[src/rtl/cdc_req_arbiter.sv]
// Round-robin arbiter sharing one 4-phase req/ack CDC link among NUM_REQ clk_a-domain producers.
// Optional handshake watchdog enabled by defining CDC_ARB_TIMEOUT_EN.
module cdc_req_arbiter #(
  parameter int NUM_REQ     = 4,
  parameter int DW          = 4,
  parameter int SETUP_CYC   = 4,
  parameter int TIMEOUT_CYC = 64
) (
  input  logic                       clk_a,
  input  logic                       rst,
  input  logic [NUM_REQ-1:0]         req_valid,
  input  logic [NUM_REQ*DW-1:0]      req_data,
  output logic [NUM_REQ-1:0]         req_ready,
  output logic [DW-1:0]              data,
  output logic                       data_req,
  input  logic                       data_ack,
  output logic [$clog2(NUM_REQ)-1:0] grant_id,
  output logic                       busy,
  output logic                       err
);

  localparam int IDW = $clog2(NUM_REQ);
  localparam int SCW = $clog2(SETUP_CYC + 1);

  if (NUM_REQ < 2 || NUM_REQ > 8 || SETUP_CYC < 1 || TIMEOUT_CYC < 1) begin : g_bad_param
    $error("cdc_req_arbiter: parameter out of range");
  end

  typedef enum logic [1:0] {IDLE, SETUP, REQ, RELEASE} state_t;

  state_t          state, state_nxt;
  logic            ack_meta, ack_s;
  logic [IDW-1:0]  ptr, gnt_idx, cand;
  logic            gnt_any;
  logic [SCW-1:0]  setup_cnt;
  logic            do_grant, do_req_set, do_req_clr, do_err;
  logic            wd_hit;
  logic [DW-1:0]   words [NUM_REQ];

  // data_ack is asynchronous to clk_a; only the synchronized copy is used
  always_ff @(posedge clk_a or posedge rst) begin
    if (rst) begin
      ack_meta <= 1'b0;
      ack_s    <= 1'b0;
    end else begin
      ack_meta <= data_ack;
      ack_s    <= ack_meta;
    end
  end

  always_comb begin
    for (int i = 0; i < NUM_REQ; i++) begin
      words[i] = req_data[i*DW +: DW];
    end
  end

  // Descending scan so the lowest offset from ptr+1 wins
  always_comb begin
    gnt_any = 1'b0;
    gnt_idx = '0;
    cand    = '0;
    for (int k = NUM_REQ; k >= 1; k--) begin
      cand = IDW'((int'(ptr) + k) % NUM_REQ);
      if (req_valid[cand]) begin
        gnt_any = 1'b1;
        gnt_idx = cand;
      end
    end
  end

`ifdef CDC_ARB_TIMEOUT_EN
  localparam int WDW = $clog2(TIMEOUT_CYC + 1);
  logic [WDW-1:0] wd_cnt;

  assign wd_hit = (wd_cnt == WDW'(TIMEOUT_CYC - 1));

  always_ff @(posedge clk_a or posedge rst) begin
    if (rst) begin
      wd_cnt <= '0;
    end else if (state == SETUP && state_nxt == REQ) begin
      wd_cnt <= '0;
    end else if (state == REQ || state == RELEASE) begin
      wd_cnt <= wd_cnt + 1'b1;
    end
  end
`else
  assign wd_hit = 1'b0;
`endif

  always_ff @(posedge clk_a or posedge rst) begin
    if (rst) begin
      state <= IDLE;
    end else begin
      state <= state_nxt;
    end
  end

  always_comb begin
    state_nxt  = state;
    do_grant   = 1'b0;
    do_req_set = 1'b0;
    do_req_clr = 1'b0;
    do_err     = 1'b0;
    case (state)
      IDLE: begin
        // A stale ack from an earlier (possibly aborted) handshake blocks new grants
        if (gnt_any && !ack_s) begin
          do_grant  = 1'b1;
          state_nxt = SETUP;
        end
      end
      SETUP: begin
        if (setup_cnt == SCW'(SETUP_CYC)) begin
          do_req_set = 1'b1;
          state_nxt  = REQ;
        end
      end
      REQ: begin
        if (wd_hit) begin
          do_req_clr = 1'b1;
          do_err     = 1'b1;
          state_nxt  = IDLE;
        end else if (ack_s) begin
          do_req_clr = 1'b1;
          state_nxt  = RELEASE;
        end
      end
      RELEASE: begin
        if (wd_hit) begin
          do_err    = 1'b1;
          state_nxt = IDLE;
        end else if (!ack_s) begin
          state_nxt = IDLE;
        end
      end
      default: state_nxt = IDLE;
    endcase
  end

  always_ff @(posedge clk_a or posedge rst) begin
    if (rst) begin
      setup_cnt <= '0;
    end else if (do_grant) begin
      setup_cnt <= '0;
    end else if (state == SETUP && !do_req_set) begin
      setup_cnt <= setup_cnt + 1'b1;
    end
  end

  // Link outputs; data only changes on a grant so it stays stable through the handshake
  always_ff @(posedge clk_a or posedge rst) begin
    if (rst) begin
      data      <= '0;
      data_req  <= 1'b0;
      req_ready <= '0;
      grant_id  <= '0;
      err       <= 1'b0;
      ptr       <= IDW'(NUM_REQ - 1);
    end else begin
      req_ready <= '0;
      err       <= do_err;
      if (do_grant) begin
        data               <= words[gnt_idx];
        grant_id           <= gnt_idx;
        ptr                <= gnt_idx;
        req_ready[gnt_idx] <= 1'b1;
      end
      if (do_req_set) begin
        data_req <= 1'b1;
      end else if (do_req_clr) begin
        data_req <= 1'b0;
      end
    end
  end

  assign busy = (state != IDLE);

endmodule
[config.mk]
export PLATFORM = sky130hd
export DESIGN_NAME = cdc_req_arbiter
export DESIGN_NICKNAME = d
export VERILOG_FILES = /design/src/rtl/cdc_req_arbiter.sv
export SDC_FILE = /design/constraint.sdc
export NUM_CORES = 1
export LEC_CHECK = 0
export CORE_MARGIN = 3
export CORE_UTILIZATION = 40
export CTS_CLUSTER_DIAMETER = 100
export DETAILED_ROUTE_END_ITERATION = 10
export PLACE_DENSITY = 0.82
export SLEW_MARGIN = 20
export SYNTH_ARGS = -nofsm -noshare
export SYNTH_HDL_FRONTEND = slang
export SYNTH_SLANG_ARGS = --single-unit
export TNS_END_PERCENT = 100
[constraint.sdc]
create_clock -name clk_a -period 1.7 [get_ports clk_a]
set_input_delay 0.34 -clock clk_a [delete_from_list [all_inputs] [get_ports clk_a]]
set_output_delay 0.34 -clock clk_a [all_outputs]
set_load 0.005 [all_outputs]
==> flow_results.org <==
** Logic synthesis
- Fraction of the mapped netlist area in compound gates :: 17.4%
- After Yosys synthesis, XOR and XNOR cells account for 0.799% of the synthesized area.
- Adder-cell share of the synthesized area :: 6.85%
- Synthesis produced a netlist whose cell count is 99.
- In this run, distinct cell masters in the synthesized netlist total 39.
- After synthesis, the most frequently instantiated cells are sky130_fd_sc_hd__dfrtp_1, sky130_fd_sc_hd__mux2i_1, sky130_fd_sc_hd__inv_1, sky130_fd_sc_hd__nand2_1, sky130_fd_sc_hd__nor2_1.
- Most repeated cell in the gate-level netlist after synthesis :: sky130_fd_sc_hd__dfrtp_1
- Among all flip-flop cells after synthesis, the most frequent one is sky130_fd_sc_hd__dfrtp_1.
- Cell area after technology mapping :: 0.00110 mm²
- Ranked by total cell area, the synthesized netlist is headed by sky130_fd_sc_hd__dfrtp_1, sky130_fd_sc_hd__mux2i_1, sky130_fd_sc_hd__ha_1.
- Synthesis produced a netlist with a net count of 128.
- Synthesized area divided by synthesized cell count :: 11.1 µm²
- The synthesized design contains 0 enable-type register cells.
- Ys async rst share :: 100%
- After synthesis, the share of cell area in mux cells is 9.25%.
- In this run, synthesis produced a sequential element count of 20.
- By area, the combinational part of the netlist is dominated by compound AO/OA/AOI/OAI gates.
- Summed over all instances, the cell type with the most area after synthesis is sky130_fd_sc_hd__dfrtp_1.
- Summing the areas of all and, or, nand and nor instances in the mapped netlist gives 13.9% of the synthesized area.
- Of the post-synthesis cell area, the dominant cell type holds 41.1%.
- Portion of the post-synthesis area used by sequential elements :: 45.9%
- Count of yosys warnings during synthesis :: 0

** Pwr
- Dividing total power by cell area gives a power density of 1480 mW/mm².
- Leakage :: 0.772 nW
- Worst IR Drop VDD :: 0.000930 V

** Drt
- ANT nets after route :: 0
- For this block, the routed nets add up to 2610 µm of wire.
- Vias per Instance :: 5.15
- Number of DRC violations after detailed routing :: 0
- Detailed Route Iter0 Violations :: 21
- For this run, the detailed router's first-pass iteration total came to 4.
- Vias :: 921
- Dividing the detail-routed wire length by the instance count gives 14.6 µm.

** Die
- The core region is 0.00254 mm².
- Boundary Pins :: 36
- The initial utilization of the core area, before any placement, comes to 43.1%.
- Die width :: 58.3 µm
- Die Ht :: 58.3 µm
- After floorplanning, the core was divided into 18 placement rows.
- Area of the die :: 0.00340 mm²

** Global route
- Remaining global-route overflow :: 0
- Maximum number of pins on one net before global-route repair :: 21
- The first global-routing pass estimated 4500 µm of wire.
- The number of global-route vias before repair is 1019.
- Total routing usage reported by global routing :: 17.6%
- The number of antenna violations at the first check in global routing was 0.

** Setup path
- Critical Path RT :: 1890 ps
- Along the worst path, the maximum fanout reaches 3.
- The worst setup path is launched from a flop.
- STA puts the critical path data arrival time at 1910 ps.
- R2R depth :: 6
- CP endpoint kind :: flop
- Setup slack on the worst flop-to-flop path :: -20 ps
- The critical path is of the flop to flop type.

** Finish
- The repair_antennas step left the layout with diodes totalling 0.
- Layout-stage area growth over the synthesis result :: 53.7%
- The finished layout holds 179 standard cells, fillers aside.
- Utilization after layout :: 66.2%
- The final layout contains 180 nets.
- The finished cells cover 0.00168 mm².
- Of the cells placed in the final design, the portion with a size suffix greater than 1 is 26.8%.

** Clock tree
- TritonCTS built the clock tree.
- The number of clock buffers added by TritonCTS is 3.
- Root Buffer :: sky130_fd_sc_hd__clkbuf_4
- The clock passes through at most 2 buffers.
- After clock tree synthesis, the clock-pin slew on the worst setup and hold paths is 100 ps.
- Sinks on Clock Net :: 20
- In this run, post-CTS hold repair placed 0 buffers.
- Clock latency on the worst-skew pair, taken at its later pin, is 290 ps.
- Number of levels the H-tree was split into :: 1

** Timing
- On the final layout, the worst clock skew is 2.95 ps.
- Least setup slack across all paths after layout :: -17.3 ps
- Final setup violation count :: 1
- Final Hold Slack :: 358 ps
- Unrepaired setup endpoints after global routing :: yes
- Final worst path period need :: 1720 ps
- Final hold violations :: 0
- Max-slew violation count :: 0
- Period utilisation layout :: 101%
- Maximum frequency from static timing analysis :: 0.582 GHz

** Placed design
- After legalization and detailed placement, the total HPWL measured 1960 µm.
- Quantity of I/O buffers inserted on ports :: 34
- Post-DP Area :: 0.00153 mm²
- RD Place Congestion :: 0.742
- Placed insts :: 171

** Flow run
- Across the run, the number of max-cap violations was 0.

** Hold path
- The worst hold path belongs to the class input pin to async pin.

** Run status
- The run finished, with violations left.
- The checks that failed: negative setup slack.
-- metrics by stage --
step           total power [W]  TNS, ps  setup WS [ps]
3_3_place_gp           0.00193    -3690           -267
3_5_place_dp           0.00198    -4500           -330
6_report               0.00249    -17.3          -17.3
2_1_floorplan          0.00147        0           6.72
4_1_cts                0.00229    -14.4          -14.4
5_1_grt                0.00270     -159          -78.0
-- layer usage --
layer,part of all wire [%],track usage [%]
met1,40,19.9
met2,54,30.9
met3,5.2,4.61
met4,1.3,7.62
met5,0,0
-- power by group --
part	switching [W]	internal, W
combinational	0.000613	0.000868
clock	0.000130	0.0000825
sequential	0.000135	0.000666
-- cell type report --
class	count	area [µm²]
sequential	20	503
clock buffer	3	22.5
timing repair buffer	51	484
fill	206	861
multi-input combinational	67	607
tap	30	37.5
inverter	8	30.0
-- path summary, 6_finish.rpt --
check	from	end
setup reg to reg	state[0]	state[1]
min in group clk_a	ack_meta	ack_s
hold / removal	rst	data[0]
hold reg to reg	ack_meta	ack_s
setup / recovery	state[0]	state[1]
max in group asynchronous	rst	ptr[1]
-- critical path, cell delays in order, from the launching register on --
cell	delay (ps)
sky130_fd_sc_hd__dfrtp_1	410
sky130_fd_sc_hd__buf_6	130
sky130_fd_sc_hd__ha_4	150
sky130_fd_sc_hd__a21boi_4	130
sky130_fd_sc_hd__a211o_1	310
sky130_fd_sc_hd__nor2_2	160
sky130_fd_sc_hd__mux2_4	310
-- sequential cells by signal, indices dropped and copies added (netlist names) --
register,cells
data,4
req_ready,4
setup_cnt,3
grant_id,2
ptr,2
state,2
ack_meta,1
ack_s,1
data_req,1
-- timing repair --
| action | 4_1_cts | 5_1_grt |
|---|---|---|
| resized for setup | 7 | 16 |
| buffers inserted | 3 | 2 |
| pin swaps | 3 | 4 |
| endpoints found under the setup margin | 5 | 9 |
-- cells in the final DEF, fill, tap and decap left out, types with 2 or more instances in the layout --
| cell | netlist | layout |
|---|---|---|
| sky130_fd_sc_hd__clkdlybuf4s50_1 | 0 | 31 |
| sky130_fd_sc_hd__dfrtp_1 | 18 | 18 |
| sky130_fd_sc_hd__buf_4 | 2 | 14 |
| sky130_fd_sc_hd__nand2_1 | 8 | 8 |
| sky130_fd_sc_hd__inv_1 | 8 | 7 |
| sky130_fd_sc_hd__mux2i_1 | 9 | 7 |
| sky130_fd_sc_hd__nor2_1 | 7 | 6 |
| sky130_fd_sc_hd__ha_1 | 6 | 4 |
| sky130_fd_sc_hd__a21oi_1 | 4 | 3 |
| sky130_fd_sc_hd__o221ai_1 | 3 | 3 |
| sky130_fd_sc_hd__clkbuf_4 | 0 | 3 |
| sky130_fd_sc_hd__buf_6 | 1 | 3 |
| sky130_fd_sc_hd__nor2b_1 | 2 | 2 |
| sky130_fd_sc_hd__mux2i_2 | 0 | 2 |
| sky130_fd_sc_hd__o21a_1 | 2 | 2 |
| sky130_fd_sc_hd__ha_4 | 0 | 2 |
| sky130_fd_sc_hd__dlymetal6s2s_1 | 0 | 2 |
| sky130_fd_sc_hd__dfstp_2 | 2 | 2 |
-- cells by family after synthesis --
logic type                 after synthesis
muxes                                   10
xor gates and xnor gates                 1
adders and majority gates                6
other                                    1
AOI/OAI and AO/OA                       23
DFF                                     20
buffers and inverters                   12
and+or+nand+nor                         26
Note: power is estimated with default switching activity, not from simulation.
==> patch (same flow settings) <==
The parameter `DW` goes from 4 to 5.
--- a/src/rtl/cdc_req_arbiter.sv
+++ b/src/rtl/cdc_req_arbiter.sv
@@ -3,5 +3,5 @@
 module cdc_req_arbiter #(
   parameter int NUM_REQ     = 4,
-  parameter int DW          = 4,
+  parameter int DW          = 5,
   parameter int SETUP_CYC   = 4,
   parameter int TIMEOUT_CYC = 64
Ports: changed (resized data and req_data); port bits go from 36 to 41. The function was not compared with the original's and may differ.
==> patch against the original RTL <==
Combinational power is 4% higher. Worst hold slack better by 0.0071 ns. Setup slack better by 0.044 ns. Sequential cell count increased by 1. Largest cell class unchanged. Final area grew 7.1%. Critical endpoint is now data[1]. Synthesized area is 6.1% higher. Sequential power grew 5.0%. Wire length is 17% higher. Total power rose by 4.8%.
==> patch: results (changes against the original RTL) <==
Worst path slowest cell=clkdlybuf4s50_1 (was dfrtp_1); met3 Use GR=0.01512 (was 0.04605); dominant cells by area after synthesis=dfrtp_1 (41%), ha_1 (6.5%), nor2_1 (5.2%) (was dfrtp_1 (41%), mux2i_1 (8.2%), ha_1 (6.8%)); critical path fanouts, max=5 (was 3); wire length per cell=15.06 um (was 14.60 um); clock skew=0.002310 ns (was 0.002950 ns); Worst VDD drop=0.0008571 V (was 0.0009296 V); data arrival time of the critical path=1.88 ns (was 1.91 ns); clk pwr=0.237 mW (was 0.212 mW); total track usage=0.1763 (was 0.1756); hpwl dp=2288 um (was 1959 um); Top Registers=data: 5 flops, req_ready: 4 flops, setup_cnt: 3 flops (was data: 4 flops, req_ready: 4 flops, setup_cnt: 3 flops); CP peak stage delay=0.45 ns (was 0.41 ns); sequential share of power=0.322 (was 0.321); FF-to-FF End=data[3] (was state[1]); combinational power share=0.587 (was 0.594); CP Capture Point=data[1] (was state[1]); RR Startpoint=ptr[0] (was state[0]); First DRT Iteration DRCs=33 (was 21); top cells by count, synth=dfrtp_1 (19), nor2_1 (16), inv_1 (12) (was dfrtp_1 (18), mux2i_1 (9), inv_1 (8), nand2_1 (8), nor2_1 (7)); RD Place Congestion=0.7697 (was 0.7419); outcome=finished clean (was complete, but fails checks); largest net degree at the start of global routing=22 (was 21); vias per std cell=5.369 (was 5.145); Unique masters post-synth=35 (was 39); worst setup path start=req_valid[0] (was state[0]); Reg2Reg Setup Slack=0.03 ns (was -0.02 ns); fill count=205 (was 206); syn_nets=150 (was 128); iteration count of the initial detailed-routing pass=7 (was 4); # nets final=207 (was 180); global-route wire length before repair=4740 um (was 4498 um); grt met1 use=0.2233 (was 0.1986)
patch: cell count changes in the layout (fill, tap and decap cells not counted), sizes merged, moves of 4 or more:
cell,unedited run,this run
o221ai,4,0
nor2,7,16
nand2b,1,5
a211oi,0,10
a31oi,1,5
mux2i,9,5
dlygate4sd2,0,4
clkdlybuf4s50,31,35
inv,8,12
patch: tightest hold or removal path, stage by stage:
cell             delay [ns]
clkdlybuf4s50_1        0.40
inv_1                  0.05
buf_4                  0.27
patch: kinds of logic after synthesis:
| logic type | share of synthesized area |
|---|---|
| buf+inv | 0.06458 |
| mux | 0.04306 |
| fa+ha+maj | 0.06458 |
| simple gates | 0.1582 |
| compound gates | 0.2045 |
| xor+xnor | 0.007536 |
| other cells | 0.003226 |
| flops | 0.4543 |
patch: metal layers:
metal  wire [um]  share of wire  vias to the layer above
li1            -              -                      520
met1        1231           0.40                      518
met2        1594           0.52                       50
met3         202          0.066                        2
met4          28         0.0092                        0
met5           0              0                        -
patch: final cells by class:
class                           instances  area (um2)  share of cell area
Clock buffer                            4       26.28             0.01457
Inverter                               12       45.04             0.02498
Multi-Input combinational cell         80       645.6              0.3581
Sequential cell                        21       528.0              0.2929
Tap cell                               30       37.54             0.02082
Timing Repair Buffer                   56       520.5              0.2887
patch: timing repair:
item	in CTS	in global routing
resized for setup	10	15
pin swaps	4	2
endpoints found under the setup margin	6	7
setup buffers	3	1
patch: through the flow:
step	worst slack (ns)	setup TNS, ns	instance area (um2)	util	instances
global route	-0.02497	-0.07291	1803	0.6901	203
detailed placement	-0.4485	-4.048	1658	0.6346	195
floorplan	0.06457	0	1162	-	117
global placement	-0.2933	-2.782	1658	0.6346	195
finish	0.02660	0	1803	0.6901	203
CTS	0.01238	0	1720	0.6585	202
